### src/rtl/uart_rx.sv
// 8-bit LSB-first UART receiver with two-flop input sync and mid-bit sampling.
// Define UART_RX_PARITY_EN to add an even-parity bit between data and stop.
module uart_rx #(
    parameter int BAUD = 104
) (
    input  logic       clk,
    input  logic       rstn,
    input  logic       rx_i,
    output logic [7:0] data_o,
    output logic       rcv_o,
    output logic       ferr_o,
    output logic       perr_o,
    output logic       busy_o
);

    localparam int CW = $clog2(BAUD);
    localparam logic [CW-1:0] LAST = CW'(BAUD - 1);
    localparam logic [CW-1:0] HALF = CW'(BAUD / 2 - 1);

    typedef enum logic [2:0] {
        S_IDLE,
        S_START,
        S_DATA,
`ifdef UART_RX_PARITY_EN
        S_PARITY,
`endif
        S_STOP,
        S_BREAK
    } state_e;

    state_e        state_q;
    logic          rx_meta_q, rx_s_q, rx_prev_q;
    logic [CW-1:0] cnt_q, cnt_d;
    logic [2:0]    bit_q;
    logic [7:0]    shift_q, shift_d;
    logic [7:0]    data_q;
    logic          rcv_q, ferr_q, busy_q;
    logic          cnt_last;

    assign cnt_d    = cnt_q + CW'(1);
    assign cnt_last = (cnt_q == LAST);
    // Right shift: first received bit ends up in bit 0 after eight samples.
    assign shift_d  = {rx_s_q, shift_q[7:1]};

`ifdef UART_RX_PARITY_EN
    logic par_q, perr_q;
    assign perr_o = perr_q;
`else
    assign perr_o = 1'b0;
`endif

    always_ff @(posedge clk) begin
        if (!rstn) begin
            state_q   <= S_IDLE;
            rx_meta_q <= 1'b1;
            rx_s_q    <= 1'b1;
            rx_prev_q <= 1'b1;
            cnt_q     <= '0;
            bit_q     <= '0;
            shift_q   <= '0;
            data_q    <= '0;
            rcv_q     <= 1'b0;
            ferr_q    <= 1'b0;
            busy_q    <= 1'b0;
`ifdef UART_RX_PARITY_EN
            par_q     <= 1'b0;
            perr_q    <= 1'b0;
`endif
        end else begin
            rx_meta_q <= rx_i;
            rx_s_q    <= rx_meta_q;
            rx_prev_q <= rx_s_q;
            rcv_q     <= 1'b0;
            ferr_q    <= 1'b0;
`ifdef UART_RX_PARITY_EN
            perr_q    <= 1'b0;
`endif
            cnt_q     <= cnt_d;
            case (state_q)
                S_IDLE: begin
                    cnt_q <= '0;
                    if (rx_prev_q && !rx_s_q) begin
                        state_q <= S_START;
                        busy_q  <= 1'b1;
                    end
                end
                S_START: begin
                    if (cnt_q == HALF) begin
                        cnt_q <= '0;
                        bit_q <= '0;
                        if (rx_s_q) begin
                            state_q <= S_IDLE;
                            busy_q  <= 1'b0;
                        end else begin
                            state_q <= S_DATA;
                        end
                    end
                end
                S_DATA: begin
                    if (cnt_last) begin
                        cnt_q   <= '0;
                        shift_q <= shift_d;
                        bit_q   <= bit_q + 3'd1;
                        if (bit_q == 3'd7) begin
`ifdef UART_RX_PARITY_EN
                            state_q <= S_PARITY;
`else
                            state_q <= S_STOP;
`endif
                        end
                    end
                end
`ifdef UART_RX_PARITY_EN
                S_PARITY: begin
                    if (cnt_last) begin
                        cnt_q   <= '0;
                        par_q   <= rx_s_q;
                        state_q <= S_STOP;
                    end
                end
`endif
                S_STOP: begin
                    if (cnt_last) begin
                        cnt_q <= '0;
                        if (rx_s_q) begin
                            data_q  <= shift_q;
                            rcv_q   <= 1'b1;
`ifdef UART_RX_PARITY_EN
                            perr_q  <= ^{shift_q, par_q};
`endif
                            state_q <= S_IDLE;
                            busy_q  <= 1'b0;
                        end else begin
                            // Stop low: report once, then wait out the low line.
                            ferr_q  <= 1'b1;
                            state_q <= S_BREAK;
                        end
                    end
                end
                S_BREAK: begin
                    cnt_q <= '0;
                    if (rx_s_q) begin
                        state_q <= S_IDLE;
                        busy_q  <= 1'b0;
                    end
                end
                default: begin
                    cnt_q   <= '0;
                    state_q <= S_IDLE;
                    busy_q  <= 1'b0;
                end
            endcase
        end
    end

    assign data_o = data_q;
    assign rcv_o  = rcv_q;
    assign ferr_o = ferr_q;
    assign busy_o = busy_q;

endmodule

### config.mk
export PLATFORM = sky130hd
export DESIGN_NAME = uart_rx
export DESIGN_NICKNAME = d
export VERILOG_FILES = /design/src/rtl/uart_rx.sv
export SDC_FILE = /design/constraint.sdc
export NUM_CORES = 1
export LEC_CHECK = 0
export ABC_AREA = 1
export BUFFER_PORTS_ARGS = -buffer_cell sky130_fd_sc_hd__buf_4
export CAP_MARGIN = 40
export CORE_UTILIZATION = 62
export CTS_CLUSTER_SIZE = 16
export DETAILED_ROUTE_END_ITERATION = 8
export MAX_ROUTING_LAYER = met4
export PLACE_DENSITY = 0.83
export SLEW_MARGIN = 20
export SYNTH_ARGS = -nofsm -noshare
export SYNTH_HDL_FRONTEND = slang
export SYNTH_SLANG_ARGS = --single-unit
export TNS_END_PERCENT = 1
### constraint.sdc
create_clock -name clk -period 3.9 [get_ports clk]
set_input_delay 0.39 -clock clk [delete_from_list [all_inputs] [get_ports clk]]
set_output_delay 0.39 -clock clk [all_outputs]
set_load 0.02 [all_outputs]
==> results of run 1 <==
==> state kept, by name, indices dropped and copies added (netlist names) <==
register,count
rx_meta_q,1
rx_s_q,1
state_q,3
data_o,8
cnt_q,7
rcv_o,1
rx_prev_q,1
busy_o,1
bit_q,3
shift_q,8
ferr_o,1
==> critical path, delay by kind of cell (launching register included) <==
kind                     cells  cell delay [ns]
flip-flops                   1             0.38
AND/OR/NAND/NOR              4             0.66
buffers and inverters        1             0.19
AO/OA/AOI/OAI                2             0.26
adder cells (fa/ha/maj)      1             0.23
==> metrics by stage <==
step / std cells / total power [W] / setup WS, ns / cell area [um^2] / utilization, %
6_report: 234 / 0.000976 / 2.08 / 1750 / 75.4
5_1_grt: 234 / 0.00104 / 1.91 / 1750 / 75.4
4_1_cts: 234 / 0.000984 / 2.06 / 1750 / 75.4
3_5_place_dp: 226 / 0.000792 / 2.07 / 1690 / 72.9
3_3_place_gp: 226 / 0.000771 / 2.22 / 1690 / 72.9
2_1_floorplan: 189 / 0.000729 / 2.50 / 1590 / -
==> final cells by class <==
cell class	count	area, um^2	share of cell area [%]
clock buffer	5	37.5	2.15
clock inverter	3	20.0	1.15
sequential	35	701	40.1
tap	28	35.0	2.00
timing repair buffer	13	97.6	5.58
inverter	18	67.6	3.87
multi-input combinational	132	790	45.2
==> cells by family (layout without fill, tap and decap cells) <==
family	after synthesis	in the layout	synth area share (%)
AOI/OAI and AO/OA	32	32	11.8
xor gates and xnor gates	5	5	2.75
adders and majority gates	3	3	2.36
buffers and inverters	22	39	6.37
DFF	35	35	44.0
other	1	1	0.236
and+or+nand+nor	91	91	32.5
==> Yosys cell counts (2+ instances only) <==
cell / number / area [um^2]
nand3_1: 5 / 25.0
nand3_4: 2 / 35.0
xor2_1: 4 / 35.0
nor2_4: 3 / 33.8
nand2_2: 5 / 31.3
nor2_2: 3 / 18.8
or2_2: 2 / 12.5
nand2_4: 5 / 56.3
a21oi_1: 10 / 50.1
o21ai_1: 3 / 15.0
nand3b_1: 2 / 15.0
nand2_1: 19 / 71.3
a21oi_2: 3 / 26.3
nor3_1: 2 / 10.0
nor2_1: 38 / 143
inv_1: 17 / 63.8
ha_1: 3 / 37.5
dfxtp_1: 35 / 701
o21ai_0: 15 / 75.1
==> path summary, 6_finish.rpt <==
| kind | start | end | slack, ns | depth (start not counted) |
|---|---|---|---|---|
| setup reg to reg | cnt_q[0]$_SDFF_PN0_ | shift_q[4]$_SDFFE_PN0P_ | 2.08 | 8 |
| setup / recovery | cnt_q[0]$_SDFF_PN0_ | shift_q[4]$_SDFFE_PN0P_ | 2.08 | 8 |
| hold reg to reg | rx_meta_q$_SDFF_PN1_ | rx_s_q$_SDFF_PN1_ | 0.43 | 1 |
| hold / removal | rx_i | rx_meta_q$_SDFF_PN1_ | 0.23 | 2 |
==> report_power, final <==
part	total, W	internal (W)	switching (W)
clock	0.000193	0.0000688	0.000124
sequential	0.000414	0.000381	0.0000330
combinational	0.000369	0.000131	0.000238
total	0.000976	0.000582	0.000395
==> routing by layer <==
layer | track usage (%) | vias to the layer above
met2 | 39.5 | 17
li1 | - | 637
met3 | 11.0 | 7
met5 | - | -
met1 | 29.3 | 536
met4 | 10.1 | 0
==> flow_summary.toml, run 1 <==
[detailed_routing]
met3_length_um = 115
wl_per_cell_um = 12.4
ant_nets = 0
top_layer = "met4"
m1WireLength_mm = 1.36
vias = 1197
route.detailed.drc = 0
drt-pass1-iter-count = 4
wl_met2_mm = 1.38
drt-initial-drc-count = 23
wl_mm = 2.90
vias_per_cell = 5.12

[die]
pin_count = 15
rows = 17
die_w_um = 52.7
coreArea_um2 = 2320
die_y_um = 52.7
dieArea_um2 = 2770
start_util_pct = 68.6

[cts]
clockBufferDepth = 2
htreeDepth = 2
cts_setup_buffers = 0
hold_buffers = 0
numCtsBuffers = 5
cts_tree = "yes"
cts_repair_resize_count = 0
clkTransAtPathRegs_ns = 0.11
cts_root_buffer = "clkbuf_4"
clock-sinks = 35
clkLatencyLatePin_ns = 0.34

[layout]
layout.nets = 211
drive_gt1_share_pct = 24.3
mostFrequentLayoutCells = "nor2_1, dfxtp_1, nand2_1"
final_common_cell = "nor2_1"
num_antenna_cells = 0
fill_cells = 184
syn2layout_area_growth_pct = 9.83

[global_routing]
grt_usage_pct = 25.6
grt_max_degree = 26
grt_pass1_vias = 1115
antenna_found_initial = 0
grt_pass1_wl_mm = 4.80
gr-total-overflow = 0

[setup_path]
worstPathCellList = "ha_1 -> nand2_2 -> nor2_4 -> nand2_4 -> nor2_4 -> inv_1 -> o21ai_0 -> a21oi_1"
cp.required_ns = 4.13
arrival_ns = 2.05
max_stage_delay_ns = 0.38
path_common_cell = "nor2_4"
cp-start-kind = "register"
worstSetupPathType = "register to register"
slowest_stage = "dfxtp_1"
cp_max_fo = 14
endpoint_kind = "register"

[yosys]
synth-main-ff-cell = "dfxtp_1"
yosysUniqueCellTypes = 32
synth-edff-count = 0
seq_area_frac_synth_pct = 44.0
synth_nets = 195
ys_seq_elements = 35
syn_area_um2 = 1590
netlist_instances = 189
async_flop_share_pct = 0
syn_area_per_cell_um2 = 8.42
ys.warnings.count = 0

[sta]
clock_skew_ns = 0.00543
hold_viol = 0
final-max-slew-violation-count = 0
hold_ws_ns = 0.234
fmax_mhz = 549
grt_setup_unrepaired = "no"
period_share_pct = 46.7
finalWorstPathRequiredPeriod_ns = 1.82
setup_violations = 0
fin_tns_setup_ns = 0

[run_status]
status = "finished clean"

[placed_design]
dp_hpwl_mm = 2.19
port_buffers = 13
routabilityCongestion = 0.795

[power]
ir_drop_v = 0.000456
leakagePower_nw = 0.771
power.density_nw_per_um2 = 559

[job]
cap_viol_max_count = 0

[hold_path]
worstHoldPathType = "input pin to register"
(Power assumes the default switching activity.)
==> run 2: changes to the inputs <==
--- a/config.mk
+++ b/config.mk
@@ -8,11 +8,11 @@
 export ABC_AREA = 1
 export BUFFER_PORTS_ARGS = -buffer_cell sky130_fd_sc_hd__buf_4
 export CAP_MARGIN = 40
-export CORE_UTILIZATION = 62
+export CORE_UTILIZATION = 57
 export CTS_CLUSTER_SIZE = 16
 export DETAILED_ROUTE_END_ITERATION = 8
 export MAX_ROUTING_LAYER = met4
-export PLACE_DENSITY = 0.83
+export PLACE_DENSITY = 0.77
 export SLEW_MARGIN = 20
 export SYNTH_ARGS = -nofsm -noshare
 export SYNTH_HDL_FRONTEND = slang
==> constraint.sdc (replaced) <==
create_clock -name clk -period 1.8 [get_ports clk]
set_input_delay 0.18 -clock clk [delete_from_list [all_inputs] [get_ports clk]]
set_output_delay 0.18 -clock clk [all_outputs]
set_load 0.02 [all_outputs]
==> flow_summary.toml, run 2 (synthesis gave the netlist of run 1 again) <==
[detailed_routing]
ant_nets = 0
route.detailed.drc = 0
vias = 1216
drt-initial-drc-count = 18
vias_per_cell = 5.13
wl_mm = 2.82
wl_per_cell_um = 11.9
drt-pass1-iter-count = 4

[run_status]
status = "finished clean"

[die]
die_w_um = 54.8
coreArea_um2 = 2570
die_y_um = 54.8
dieArea_um2 = 3010
pin_count = 15
rows = 18
start_util_pct = 62.0

[setup_path]
path_buf_inv = 1
slowest_stage = "dfxtp_1"
endpoint_kind = "register"
worstPathCellList = "ha_1 -> nand2_2 -> nor2_4 -> nand2_4 -> nor2_4 -> buf_4 -> o21ai_0 -> a21oi_1"
reg2reg_setup_slack_ns = 0.22
timing.rr.end = "shift_q[7]$_SDFFE_PN0P_"
endpoint = "shift_q[7]$_SDFFE_PN0P_"
cp-start-kind = "register"
crit_family = "simple AND/OR/NAND/NOR gates"
critPathLaunch = "cnt_q[0]$_SDFF_PN0_"
path_depth = 8
cp.required_ns = 2.06
arrival_ns = 1.84
reg2regPathDepth = 8
r2r-start = "cnt_q[0]$_SDFF_PN0_"
worstSetupPathType = "register to register"
max_stage_delay_ns = 0.37
cp_max_fo = 12
path_common_cell = "nor2_4"

[sta]
setup_violations = 0
fmax_mhz = 635
hold_ws_ns = 0.0353
finalWorstPathRequiredPeriod_ns = 1.58
final-max-slew-violation-count = 0
hold_viol = 0
period_share_pct = 87.5
clock_skew_ns = 0.00829
grt_setup_unrepaired = "no"
fin_tns_setup_ns = 0

[power]
seq_power_share_pct = 43.4
swShare_pct = 39.0
report.power.total_w = 0.00207
ir_drop_v = 0.000933
p_switching_w = 0.000806
leakagePower_nw = 0.779
power.density_nw_per_um2 = 1180
combPwrFrac_pct = 37.4
internal-power_w = 0.00126
power_frac_clock_pct = 19.2

[global_routing]
grt_max_degree = 26
top_usage_layer = "met2"
grtUsageMet3_pct = 7.50
antenna_found_initial = 0
grt_usage_pct = 23.8
grt_pass1_wl_mm = 4.82
grt_pass1_vias = 1190
use_met1_pct = 27.3
met2_usage_pct = 37.8
gr-total-overflow = 0

[layout]
final_common_cell = "nor2_1"
num_antenna_cells = 0
mostFrequentLayoutCells = "nor2_1, dfxtp_1, nand2_1"
drive_gt1_share_pct = 23.7
syn2layout_area_growth_pct = 9.98
layout.nets = 212
fin_util_pct = 68.2
fill_cells = 217

[placed_design]
dp_hpwl_mm = 2.02
routabilityCongestion = 0.829
port_buffers = 13

[hold_path]
whs_path_depth = 2
worstHoldPathType = "input pin to register"

[job]
cap_viol_max_count = 0

[cts]
hold_buffers = 0
clkTransAtPathRegs_ns = 0.10
cts_root_buffer = "clkbuf_4"
cts_setup_buffers = 0
cts_repair_resize_count = 0
htreeDepth = 2
numCtsBuffers = 5
clockBufferDepth = 2
cts_tree = "yes"
clock-sinks = 35
clkLatencyLatePin_ns = 0.33
[run 2: cell types whose count changed in the layout (fill, tap and decap cells not counted)]
cell,before,now
buf_4,13,14
clkbuf_1,0,2
clkinvlp_4,2,0
[run 2: layout make-up]
type | instances | area, um^2 | area share, %
well taps | 30 | 37.5 | 2.14
repair buffers | 14 | 105 | 6.00
inverters | 18 | 67.6 | 3.86
clock buffers | 7 | 45.0 | 2.57
multi-input cells | 132 | 790 | 45.1
flip-flops and latches | 35 | 701 | 40.0
clock inverters | 1 | 5.00 | 0.286
[run 2: metal layers]
metal	routed length [um]	share of wire [%]	vias to the layer above
met4	53	1.9	0
met5	0	0	-
li1	-	-	635
met3	97	3.4	8
met1	1310	46	552
met2	1360	48	21
[run 2: worst min-delay path by stage]
stage	startpoint	to	slack (ns)
floorplan	rstn	rx_prev_q$_SDFF_PN1_	0.27
global placement	rx_i	rx_meta_q$_SDFF_PN1_	0.37
detailed placement	rx_i	rx_meta_q$_SDFF_PN1_	0.37
CTS	rx_i	rx_meta_q$_SDFF_PN1_	0.03
global route	rx_i	rx_meta_q$_SDFF_PN1_	0.02
finish	rx_i	rx_meta_q$_SDFF_PN1_	0.04
[run 2: metrics by stage]
| stage | setup slack [ns] | area [um^2] | cells |
|---|---|---|---|
| floorplan | 0.401 | 1590 | 189 |
| global placement | 0.353 | 1700 | 229 |
| detailed placement | 0.265 | 1700 | 229 |
| CTS | 0.205 | 1750 | 237 |
| global route | 0.0597 | 1750 | 237 |
| finish | 0.224 | 1750 | 237 |
[run 2: power groups by stage]
stage	clock, W	combinational (W)	sequential [W]
6_report	0.000398	0.000773	0.000898
5_1_grt	0.000442	0.000864	0.000908
4_1_cts	0.000409	0.000783	0.000899
3_5_place_dp	0	0.000780	0.000917
3_3_place_gp	0	0.000763	0.000913
2_1_floorplan	0	0.000661	0.000919
